### src/rtl/game_pkg.sv
// ---------------------------------------------------------------------------
// game_pkg
// Definitions shared by the display blocks of the game:
//   - disp_state_t : display FSM state encodings (IDLE/PLAY/FLASH/RESULT)
//   - glyph_t      : abstract glyph codes, turned into segments by seg_glyph_rom
//   - LVL_*        : one-hot level constants
//   - bcd_t / bcd_split   : tens/ones split of a 0..31 value
//   - digit_glyph         : decimal digit -> glyph code
//   - level_is_valid      : true only for the three one-hot level encodings
// ---------------------------------------------------------------------------
package game_pkg;

  typedef enum logic [1:0] {
    ST_IDLE   = 2'd0,
    ST_PLAY   = 2'd1,
    ST_FLASH  = 2'd2,
    ST_RESULT = 2'd3
  } disp_state_t;

  typedef enum logic [4:0] {
    CH_0     = 5'd0,
    CH_1     = 5'd1,
    CH_2     = 5'd2,
    CH_3     = 5'd3,
    CH_4     = 5'd4,
    CH_5     = 5'd5,
    CH_6     = 5'd6,
    CH_7     = 5'd7,
    CH_8     = 5'd8,
    CH_9     = 5'd9,
    CH_DASH  = 5'd10,
    CH_BLANK = 5'd11,
    CH_P     = 5'd12,
    CH_A     = 5'd13,
    CH_S     = 5'd14,
    CH_F     = 5'd15,
    CH_I     = 5'd16,
    CH_L     = 5'd17,
    CH_C     = 5'd18
  } glyph_t;

  localparam logic [2:0] LVL_1 = 3'b001;
  localparam logic [2:0] LVL_2 = 3'b010;
  localparam logic [2:0] LVL_3 = 3'b100;

  typedef struct packed {
    logic [1:0] tens;
    logic [3:0] ones;
  } bcd_t;

  // Inputs never exceed 31, so tens is at most 3 and a compare chain suffices.
  function automatic bcd_t bcd_split(input logic [4:0] v);
    bcd_t       r;
    logic [4:0] base;
    if (v >= 5'd30) begin
      r.tens = 2'd3;
      base   = 5'd30;
    end else if (v >= 5'd20) begin
      r.tens = 2'd2;
      base   = 5'd20;
    end else if (v >= 5'd10) begin
      r.tens = 2'd1;
      base   = 5'd10;
    end else begin
      r.tens = 2'd0;
      base   = 5'd0;
    end
    r.ones = 4'(v - base);
    return r;
  endfunction

  function automatic glyph_t digit_glyph(input logic [3:0] d);
    glyph_t g;
    case (d)
      4'd0:    g = CH_0;
      4'd1:    g = CH_1;
      4'd2:    g = CH_2;
      4'd3:    g = CH_3;
      4'd4:    g = CH_4;
      4'd5:    g = CH_5;
      4'd6:    g = CH_6;
      4'd7:    g = CH_7;
      4'd8:    g = CH_8;
      4'd9:    g = CH_9;
      default: g = CH_BLANK;
    endcase
    return g;
  endfunction

  function automatic logic level_is_valid(input logic [2:0] lvl);
    logic ok;
    case (lvl)
      LVL_1, LVL_2, LVL_3: ok = 1'b1;
      default:             ok = 1'b0;
    endcase
    return ok;
  endfunction

endpackage

### src/rtl/seg_glyph_rom.sv
// ---------------------------------------------------------------------------
// seg_glyph_rom
// Combinational lookup from glyph code to 7-segment pattern.
// Ports:
//   code    in  glyph_t  abstract glyph code
//   pattern out 7        {g,f,e,d,c,b,a}, active-high; unknown codes are blank
// ---------------------------------------------------------------------------
module seg_glyph_rom
  import game_pkg::*;
(
  input  glyph_t     code,
  output logic [6:0] pattern
);

  // Glyph code to segment pattern table
  always_comb begin
    pattern = 7'h00;
    case (code)
      CH_0:     pattern = 7'h3F;
      CH_1:     pattern = 7'h06;
      CH_2:     pattern = 7'h5B;
      CH_3:     pattern = 7'h4F;
      CH_4:     pattern = 7'h66;
      CH_5:     pattern = 7'h6D;
      CH_6:     pattern = 7'h7D;
      CH_7:     pattern = 7'h07;
      CH_8:     pattern = 7'h7F;
      CH_9:     pattern = 7'h6F;
      CH_DASH:  pattern = 7'h40;
      CH_BLANK: pattern = 7'h00;
      CH_P:     pattern = 7'h73;
      CH_A:     pattern = 7'h77;
      CH_S:     pattern = 7'h6D;
      CH_F:     pattern = 7'h71;
      CH_I:     pattern = 7'h30;
      CH_L:     pattern = 7'h38;
      CH_C:     pattern = 7'h58;  // lower-case c
      default:  pattern = 7'h00;
    endcase
  end

endmodule

### src/rtl/score_display.sv
// ---------------------------------------------------------------------------
// score_display
// Drives a 4-digit multiplexed 7-segment display from game-manager status:
// "----" with no level, level + round number during play, PASS/FAIL for
// FLASH_CYCLES after each round, and "Sc" + answer count once the game ends.
// Optional feature macro: SCORE_BLINK_EN -- blinks the result screen with a
// half-period of BLINK_CYCLES (digit scanning continues while blanked).
// Ports:
//   clk          in  1  clock, posedge
//   rst          in  1  asynchronous reset, active-low
//   level        in  3  one-hot level (001/010/100), anything else = no level
//   round_count  in  5  completed rounds 0..31
//   answer_count in  4  correct rounds 0..15
//   round_done   in  1  single-cycle round-end pulse
//   round_win    in  1  result of the round, valid with round_done
//   game_end     in  1  level, high once the game is over
//   seg          out 8  {dp,g,f,e,d,c,b,a}, active-high, registered
//   digit_sel    out 4  one-hot digit enable, bit3 leftmost, registered
//   disp_state   out 2  FSM state
// ---------------------------------------------------------------------------
module score_display
  import game_pkg::*;
#(
  parameter int SCAN_DIV     = 1000,
  parameter int FLASH_CYCLES = 2000,
  parameter int BLINK_CYCLES = 5000
) (
  input  logic       clk,
  input  logic       rst,
  input  logic [2:0] level,
  input  logic [4:0] round_count,
  input  logic [3:0] answer_count,
  input  logic       round_done,
  input  logic       round_win,
  input  logic       game_end,
  output logic [7:0] seg,
  output logic [3:0] digit_sel,
  output logic [1:0] disp_state
);

  localparam int SCAN_W  = $clog2(SCAN_DIV);
  localparam int FLASH_W = $clog2(FLASH_CYCLES + 1);

  disp_state_t        state_r;
  disp_state_t        state_nxt_s;
  logic               flash_load_s;
  logic [FLASH_W-1:0] flash_cnt_r;
  logic               win_r;
  logic [SCAN_W-1:0]  scan_cnt_r;
  logic [1:0]         scan_idx_r;
  logic [7:0]         seg_r;
  logic [3:0]         digit_sel_r;
  logic               level_ok_s;
  bcd_t               rnd_bcd_s;
  bcd_t               ans_bcd_s;
  glyph_t             glyph_s;
  logic [6:0]         pattern_s;
  logic               show_s;

  assign level_ok_s = level_is_valid(level);
  assign rnd_bcd_s  = bcd_split(round_count);
  assign ans_bcd_s  = bcd_split({1'b0, answer_count});

  // FSM state register
  always_ff @(posedge clk or negedge rst) begin
    if (!rst) begin
      state_r <= ST_IDLE;
    end else begin
      state_r <= state_nxt_s;
    end
  end

  // FSM next state; rule order gives the priority (no level > game end > round end)
  always_comb begin
    state_nxt_s  = state_r;
    flash_load_s = 1'b0;
    if (!level_ok_s) begin
      state_nxt_s = ST_IDLE;
    end else if (game_end) begin
      state_nxt_s = ST_RESULT;
    end else if (round_done && (state_r == ST_PLAY || state_r == ST_FLASH)) begin
      state_nxt_s  = ST_FLASH;
      flash_load_s = 1'b1;
    end else begin
      case (state_r)
        ST_IDLE:   state_nxt_s = ST_PLAY;
        ST_PLAY:   state_nxt_s = ST_PLAY;
        ST_FLASH:  state_nxt_s = (flash_cnt_r == FLASH_W'(0)) ? ST_PLAY : ST_FLASH;
        ST_RESULT: state_nxt_s = ST_RESULT;
        default:   state_nxt_s = ST_IDLE;
      endcase
    end
  end

  // Flash window counter and latched round result; a new pulse restarts the window
  always_ff @(posedge clk or negedge rst) begin
    if (!rst) begin
      flash_cnt_r <= FLASH_W'(0);
      win_r       <= 1'b0;
    end else if (flash_load_s) begin
      flash_cnt_r <= FLASH_W'(FLASH_CYCLES - 1);
      win_r       <= round_win;
    end else if (state_r == ST_FLASH && flash_cnt_r != FLASH_W'(0)) begin
      flash_cnt_r <= flash_cnt_r - FLASH_W'(1);
    end else begin
      flash_cnt_r <= flash_cnt_r;
    end
  end

  // Digit scan: each digit stays selected for SCAN_DIV cycles, digit0 first
  always_ff @(posedge clk or negedge rst) begin
    if (!rst) begin
      scan_cnt_r <= SCAN_W'(0);
      scan_idx_r <= 2'd0;
    end else if (scan_cnt_r == SCAN_W'(SCAN_DIV - 1)) begin
      scan_cnt_r <= SCAN_W'(0);
      scan_idx_r <= scan_idx_r + 2'd1;
    end else begin
      scan_cnt_r <= scan_cnt_r + SCAN_W'(1);
    end
  end

`ifdef SCORE_BLINK_EN
  localparam int BLINK_W = $clog2(BLINK_CYCLES + 1);
  logic [BLINK_W-1:0] blink_cnt_r;
  logic               blink_on_r;

  // Result blink; held cleared outside RESULT so every entry starts in the on-phase
  always_ff @(posedge clk or negedge rst) begin
    if (!rst) begin
      blink_cnt_r <= BLINK_W'(0);
      blink_on_r  <= 1'b1;
    end else if (state_r != ST_RESULT) begin
      blink_cnt_r <= BLINK_W'(0);
      blink_on_r  <= 1'b1;
    end else if (blink_cnt_r == BLINK_W'(BLINK_CYCLES - 1)) begin
      blink_cnt_r <= BLINK_W'(0);
      blink_on_r  <= ~blink_on_r;
    end else begin
      blink_cnt_r <= blink_cnt_r + BLINK_W'(1);
    end
  end

  assign show_s = (state_r != ST_RESULT) || blink_on_r;
`else
  assign show_s = 1'b1;
`endif

  // Glyph for the currently scanned digit in the current state (3 = leftmost)
  always_comb begin
    glyph_s = CH_BLANK;
    case (state_r)
      ST_IDLE: glyph_s = CH_DASH;
      ST_PLAY: begin
        case (scan_idx_r)
          2'd3: begin
            case (level)
              LVL_1:   glyph_s = CH_1;
              LVL_2:   glyph_s = CH_2;
              LVL_3:   glyph_s = CH_3;
              default: glyph_s = CH_BLANK;
            endcase
          end
          2'd2:    glyph_s = CH_BLANK;
          2'd1:    glyph_s = (rnd_bcd_s.tens == 2'd0) ? CH_BLANK
                                                      : digit_glyph({2'b00, rnd_bcd_s.tens});
          2'd0:    glyph_s = digit_glyph(rnd_bcd_s.ones);
          default: glyph_s = CH_BLANK;
        endcase
      end
      ST_FLASH: begin
        case (scan_idx_r)
          2'd3:    glyph_s = win_r ? CH_P : CH_F;
          2'd2:    glyph_s = CH_A;
          2'd1:    glyph_s = win_r ? CH_S : CH_I;
          2'd0:    glyph_s = win_r ? CH_S : CH_L;
          default: glyph_s = CH_BLANK;
        endcase
      end
      ST_RESULT: begin
        case (scan_idx_r)
          2'd3:    glyph_s = CH_S;
          2'd2:    glyph_s = CH_C;
          2'd1:    glyph_s = digit_glyph({2'b00, ans_bcd_s.tens});
          2'd0:    glyph_s = digit_glyph(ans_bcd_s.ones);
          default: glyph_s = CH_BLANK;
        endcase
      end
      default: glyph_s = CH_BLANK;
    endcase
  end

  seg_glyph_rom u_rom (
    .code    (glyph_s),
    .pattern (pattern_s)
  );

  // Output registers: segments and digit enable updated together, dp held low
  always_ff @(posedge clk or negedge rst) begin
    if (!rst) begin
      seg_r       <= 8'h00;
      digit_sel_r <= 4'b0000;
    end else begin
      seg_r       <= show_s ? {1'b0, pattern_s} : 8'h00;
      digit_sel_r <= 4'b0001 << scan_idx_r;
    end
  end

  assign seg        = seg_r;
  assign digit_sel  = digit_sel_r;
  assign disp_state = state_r;

endmodule

### config.mk
export PLATFORM = sky130hd
export DESIGN_NAME = score_display
export DESIGN_NICKNAME = d
export VERILOG_FILES = /design/src/rtl/game_pkg.sv /design/src/rtl/seg_glyph_rom.sv /design/src/rtl/score_display.sv
export SDC_FILE = /design/constraint.sdc
export NUM_CORES = 1
export LEC_CHECK = 0
export CORE_MARGIN = 2
export CORE_UTILIZATION = 52
export CTS_BUF_LIST = sky130_fd_sc_hd__clkbuf_4
export DETAILED_ROUTE_END_ITERATION = 10
export GPL_TIMING_DRIVEN = 0
export PLACE_DENSITY = 0.79
export SLEW_MARGIN = 25
export SYNTH_ARGS = -nofsm -noshare
export SYNTH_HDL_FRONTEND = slang
export SYNTH_SLANG_ARGS = --single-unit
### constraint.sdc
create_clock -name clk -period 2.7 [get_ports clk]
set_clock_uncertainty 0.05 [all_clocks]
set_input_delay 0.27 -clock clk [delete_from_list [all_inputs] [get_ports clk]]
set_output_delay 0.27 -clock clk [all_outputs]
set_load 0.01 [all_outputs]
* After elaboration in Yosys (flattened, before gate mapping)
Memories as Yosys holds them, arrays and structs flattened. A register that Yosys moved wholly into a read port is not among the register bits. Index checks and enable logic that the tools add are counted. W data, S select, Z words.
Operators by class: shift-type cells 1, $add $sub $neg 5, multiplexer cells 35, magnitude comparators 6, equality and inequality tests 16, reductions and logical operators 13
Operators with widths (count):
- $pmux W5 S4 | 5
- $mux W4 | 6
- $mux W11 | 2
- $mux W2 | 9
- $eq A2 B2 Y1 const B | 8
- $mux W5 | 3
- $pmux W5 S3 | 1
- $pmux W4 S3 | 1
- $logic_not A11 Y1 | 1
- $reduce_bool A11 Y1 | 1
- $sub A11 B1 Y11 const B | 1
- $add A10 B1 Y10 const B | 1
- $eq A10 B10 Y1 const B | 1
- $ge A4 B5 Y1 const B | 2
- $ge A5 B5 Y1 const B | 2
- $mux W10 | 1
- $eq A2 B1 Y1 const B | 4
- $logic_not A2 Y1 | 4
- $sub A4 B4 Y4 | 2
- $mux W1 | 6
- $pmux W2 S3 | 1
- $ge A5 B4 Y1 const B | 1
- $ge A4 B4 Y1 const B | 1
- $shl A1 B2 Y4 const A | 1
- 10 further kinds | 11
Word-level totals: flip-flop bits (word level) 30, memories 3, ROM bits 352, input bits 17
Memories:
- (name not given) | depth 32, bits a word 7, rd ports 1, clocked after Yosys merged registers in 1, wr ports 0, line seg_glyph_rom.sv:18 | case (code)
- (name not given) | depth 16, bits a word 4, rd ports 1, clocked after Yosys merged registers in 0, wr ports 0, line game_pkg.sv:74 | case (d)
- (name not given) | depth 16, bits a word 4, rd ports 1, clocked after Yosys merged registers in 0, wr ports 0, line game_pkg.sv:74

* Depth between registers and ports, before layout
depth after elaboration 9, gate-level depth with buffers 17, gate-level depth less buffers 17

* Modules after synthesis
Synthesis repeated with hierarchy kept, for this count alone.
Unflattened totals: cells, all modules 269, area, all modules 2452.4 µm²
By module, submodules not included:
- score_display | sequential area each 925.9 µm², instances 1, cells an instance 224, area an instance 2137.0 µm²
- seg_glyph_rom | sequential area each 0.0 µm², instances 1, cells an instance 45, area an instance 315.3 µm²

* Worst setup path after synthesis
Ideal clock, no wire load.
kind input -> register, start point input round_count[4], end point register seg_r[4], in the netlist seg[4], arrival time 2.883 ns, path buffers 0, setup slack -0.320 ns, cell stages on the path 16, cells stage by stage inv_1 -> o21ai_0 -> o21ai_0 -> nand2_1 -> nand2_1 -> ha_1 -> fa_1 -> inv_1 -> o32ai_1 -> or2_2 -> a221o_1 -> inv_1 -> ha_1 -> nor3b_1 -> or3b_2 -> o211ai_1
On the way: longest elaborated chain between the ends 9
RTL lines:
- start, declared | line score_display.sv:31 | input logic [4:0] round_count,
- parallel branches: the longest is 7 deep, another holds $ge A5 B4 Y1
- $pmux W5 S4 (*) | line score_display.sv:155 | case (scan_idx_r)
- $pmux W5 S4 (*) | line score_display.sv:152 | case (state_r)
- end, declared | line score_display.sv:51 | logic [7:0] seg_r;
Mark *: on every way between the ends. The select of a mux whose other input is x is not followed. A chain may end at the register's enable or synchronous reset.

* Worst setup path in the final report
Ends and elaborated chain as after synthesis.

==> flow_summary.yaml <==
status:
  status: "completed"
sta:
  fmax_mhz: 372
  rsz0062_at_grt: "true"
  slew_violations: 0
  worst_slack_ns: 0.0125
  worst_slew_pin_slew_ns: 0.974
  period_needed_ns: 2.69
  max_slew_margin: 0.346
  hold_viol_final: 0
  setup_violations: 0
  fin_crit_sh: 0.995
synthesis:
  synth_top_family_by_area: "simple AND/OR/NAND/NOR gates"
  synthAdderAreaFrac: 0.105
  syn_inst: 273
  yosys-top-cells-count: "39 x nand2_1, 37 x dfrtp_1, 21 x inv_1"
  synth_compound_area_frac: 0.201
  synth_edf_count: 0
  ys_async_sr_fraction: 1.00
  synthMostInstantiatedCell: "nand2_1"
  yosys-mux-area-fraction: 0.0127
  synth.avg_cell_area_um2: 9.03
  syn-cell-area_um2: 2470
  synth_seq_area_share: 0.375
  synth_top_cell_by_area: "dfrtp_1"
  synthTopCellsByArea: "dfrtp_1 38%, ha_1 9.6%, nand2_1 5.9%"
  ys.flop_type: "dfrtp_1"
  synth-xor-area-share: 0.0533
  yosys.area.top_type_share: 0.375
  yosys_warnings: 0
  synthSimpleGateAreaFrac: 0.207
  synth_cell_types: 56
  synth_seq_cells: 37
  synthesis.nets: 310
routing:
  routedWlPerCell_um: 14.2
  ant_nets: 0
  firstDrtPassIters: 4
  drtIter0Drc: 136
  drc: 0
  routed_wl_mm: 5.51
  vias_per_cell: 5.65
  vias: 2185
floorplanning:
  coreArea_um2: 4660
  dieArea_um2: 5310
  initial_core_util: 0.529
  std_cell_rows: 25
  die_y_um: 72.9
  die_w_um: 72.9
  ios: 31
setup_path:
  r2r-start: "scan_idx_r[0]"
  critPathRequiredTime_ns: 2.94
  r2r_cells: 12
  critPathCaptureType: "flip-flop"
  startpoint: "round_count[4]"
  worst_r2r_endpoint: "seg[4]"
  reg2reg_slack_ns: 0.02
  crit_arrival_ns: 2.93
  endpoint: "seg[4]"
  worstPathMaxFanout: 8
  startpoint_type: "input port"
  critPathKind: "in -> reg"
clock_network:
  cts_buffer_depth: 2
  clk_pin_slew_ns: 0.13
  htree_levels: 2
  numCtsBuffers: 5
  clock_sinks: 37
  cts_tree: "done"
  clock_latency_ns: 0.36
  ctsRootBufferMaster: "clkbuf_4"
global_routing:
  grt_pass1_vias: 1893
  grt_antenna_before_repair: 0
  overflow: 0
  grt_start_max_net_pins: 22
  grt_pass1_wl_mm: 8.61
  track_usage: 0.207
final_layout:
  drive_above_1_share: 0.252
  area_growth_pct: 33.2
  diodes: 0
  n_fill_cell: 332
  nets: 369
placed_design:
  gp_congestion: 0.870
  pre_cts_ws_ns: -1.05
  portBuffers: 29
  dp_hpwl_mm: 3.66
power:
  cellLeakagePower_nw: 1.37
  irDropWorstVdd_mv: 0.449
  power.density_nw_per_um2: 578
  finalPower_mw: 1.90
run:
  maxCapViolations: 0
min_path:
  min_path_type: "in -> async"
-- state kept, by name, indices dropped and copies added (netlist names) --
signal	count
scan_cnt_r	10
scan_idx_r	2
digit_sel	4
disp_state	2
flash_cnt_r	11
seg	7
win_r	1
-- report_power, final --
group          internal (mW)  switching, mW  leakage (nW)
Clock                 0.0991          0.202        0.0307
Combinational          0.456          0.413         0.905
Sequential             0.658         0.0697         0.434
Total                   1.21          0.685          1.37
-- worst min-delay path by stage --
stage | from | endpoint | slack, ns | depth (start not counted)
2_1_floorplan | rst | digit_sel[0] | -0.08 | 0
3_3_place_gp | scan_cnt_r[9] | scan_cnt_r[9] | 0.42 | 1
3_5_place_dp | rst | scan_cnt_r[9] | 0.17 | 1
4_1_cts | rst | digit_sel[1] | 0.32 | 2
5_1_grt | rst | scan_cnt_r[7] | 0.33 | 2
6_report | rst | scan_cnt_r[7] | 0.30 | 2
-- cell type report --
cell class / instances / area, µm² / area share
Clock inverter: 3 / 16.3 / 0.00495
Timing Repair Buffer: 53 / 488 / 0.149
Multi-Input combinational cell: 208 / 1630 / 0.496
Tap cell: 54 / 67.6 / 0.0206
Clock buffer: 5 / 37.5 / 0.0114
Inverter: 21 / 81.3 / 0.0248
Buffer: 6 / 38.8 / 0.0118
Sequential cell: 37 / 927 / 0.282
-- layout by cell type, fill, tap and decap left out, types with 8 or more instances in the layout --
| cell | instances |
|---|---|
| nor2_1 | 15 |
| nand3_1 | 13 |
| xnor2_1 | 8 |
| clkdlybuf4s50_1 | 21 |
| dfrtp_1 | 36 |
| o21ai_0 | 14 |
| nand2_1 | 37 |
| ha_1 | 10 |
| buf_4 | 23 |
| inv_1 | 16 |
-- worst max-delay path, cell delays in order --
cell	delay [ns]
buf_8	0.10
inv_2	0.04
o21ai_1	0.13
o21ai_1	0.09
nand2_1	0.08
nand2_2	0.06
ha_4	0.15
fa_2	0.36
inv_2	0.08
o32ai_2	0.09
or2_4	0.25
a221o_1	0.40
inv_2	0.13
ha_4	0.17
nor3b_4	0.05
or3b_4	0.38
o211ai_1	0.08
-- logic make-up after synthesis --
logic type,Yosys count
and+or+nand+nor,102
AOI/OAI and AO/OA,67
DFF,37
buffers and inverters,28
adders and majority gates,20
xor gates and xnor gates,15
muxes,3
other,1
-- metrics by stage --
| stage | hold slack [ns] | instance area, µm² | cells | utilization | setup TNS (ns) |
|---|---|---|---|---|---|
| floorplan | -0.0756 | 2530 | 273 | - | -0.222 |
| global placement | 0.423 | 2890 | 356 | 0.620 | -6.15 |
| detailed placement | 0.169 | 2910 | 357 | 0.624 | -6.61 |
| CTS | 0.317 | 3120 | 377 | 0.670 | 0 |
| global route | 0.328 | 3280 | 387 | 0.705 | -0.284 |
| finish | 0.297 | 3280 | 387 | 0.705 | 0 |
-- timing repair --
action,in CTS,in global routing
hold endpoints to repair,16,0
buffers inserted,12,10
cloned,0,0
pin swaps,12,21
endpoints found under the setup margin,7,9
gates resized for setup,43,20
hold buffers,1,0
-- layer usage --
metal,wire (µm),GRT usage
met1,2600,0.301
met2,2600,0.317
met3,218,0.0373
met4,82,0.0617
met5,0,0
(Power assumes the default switching activity.)
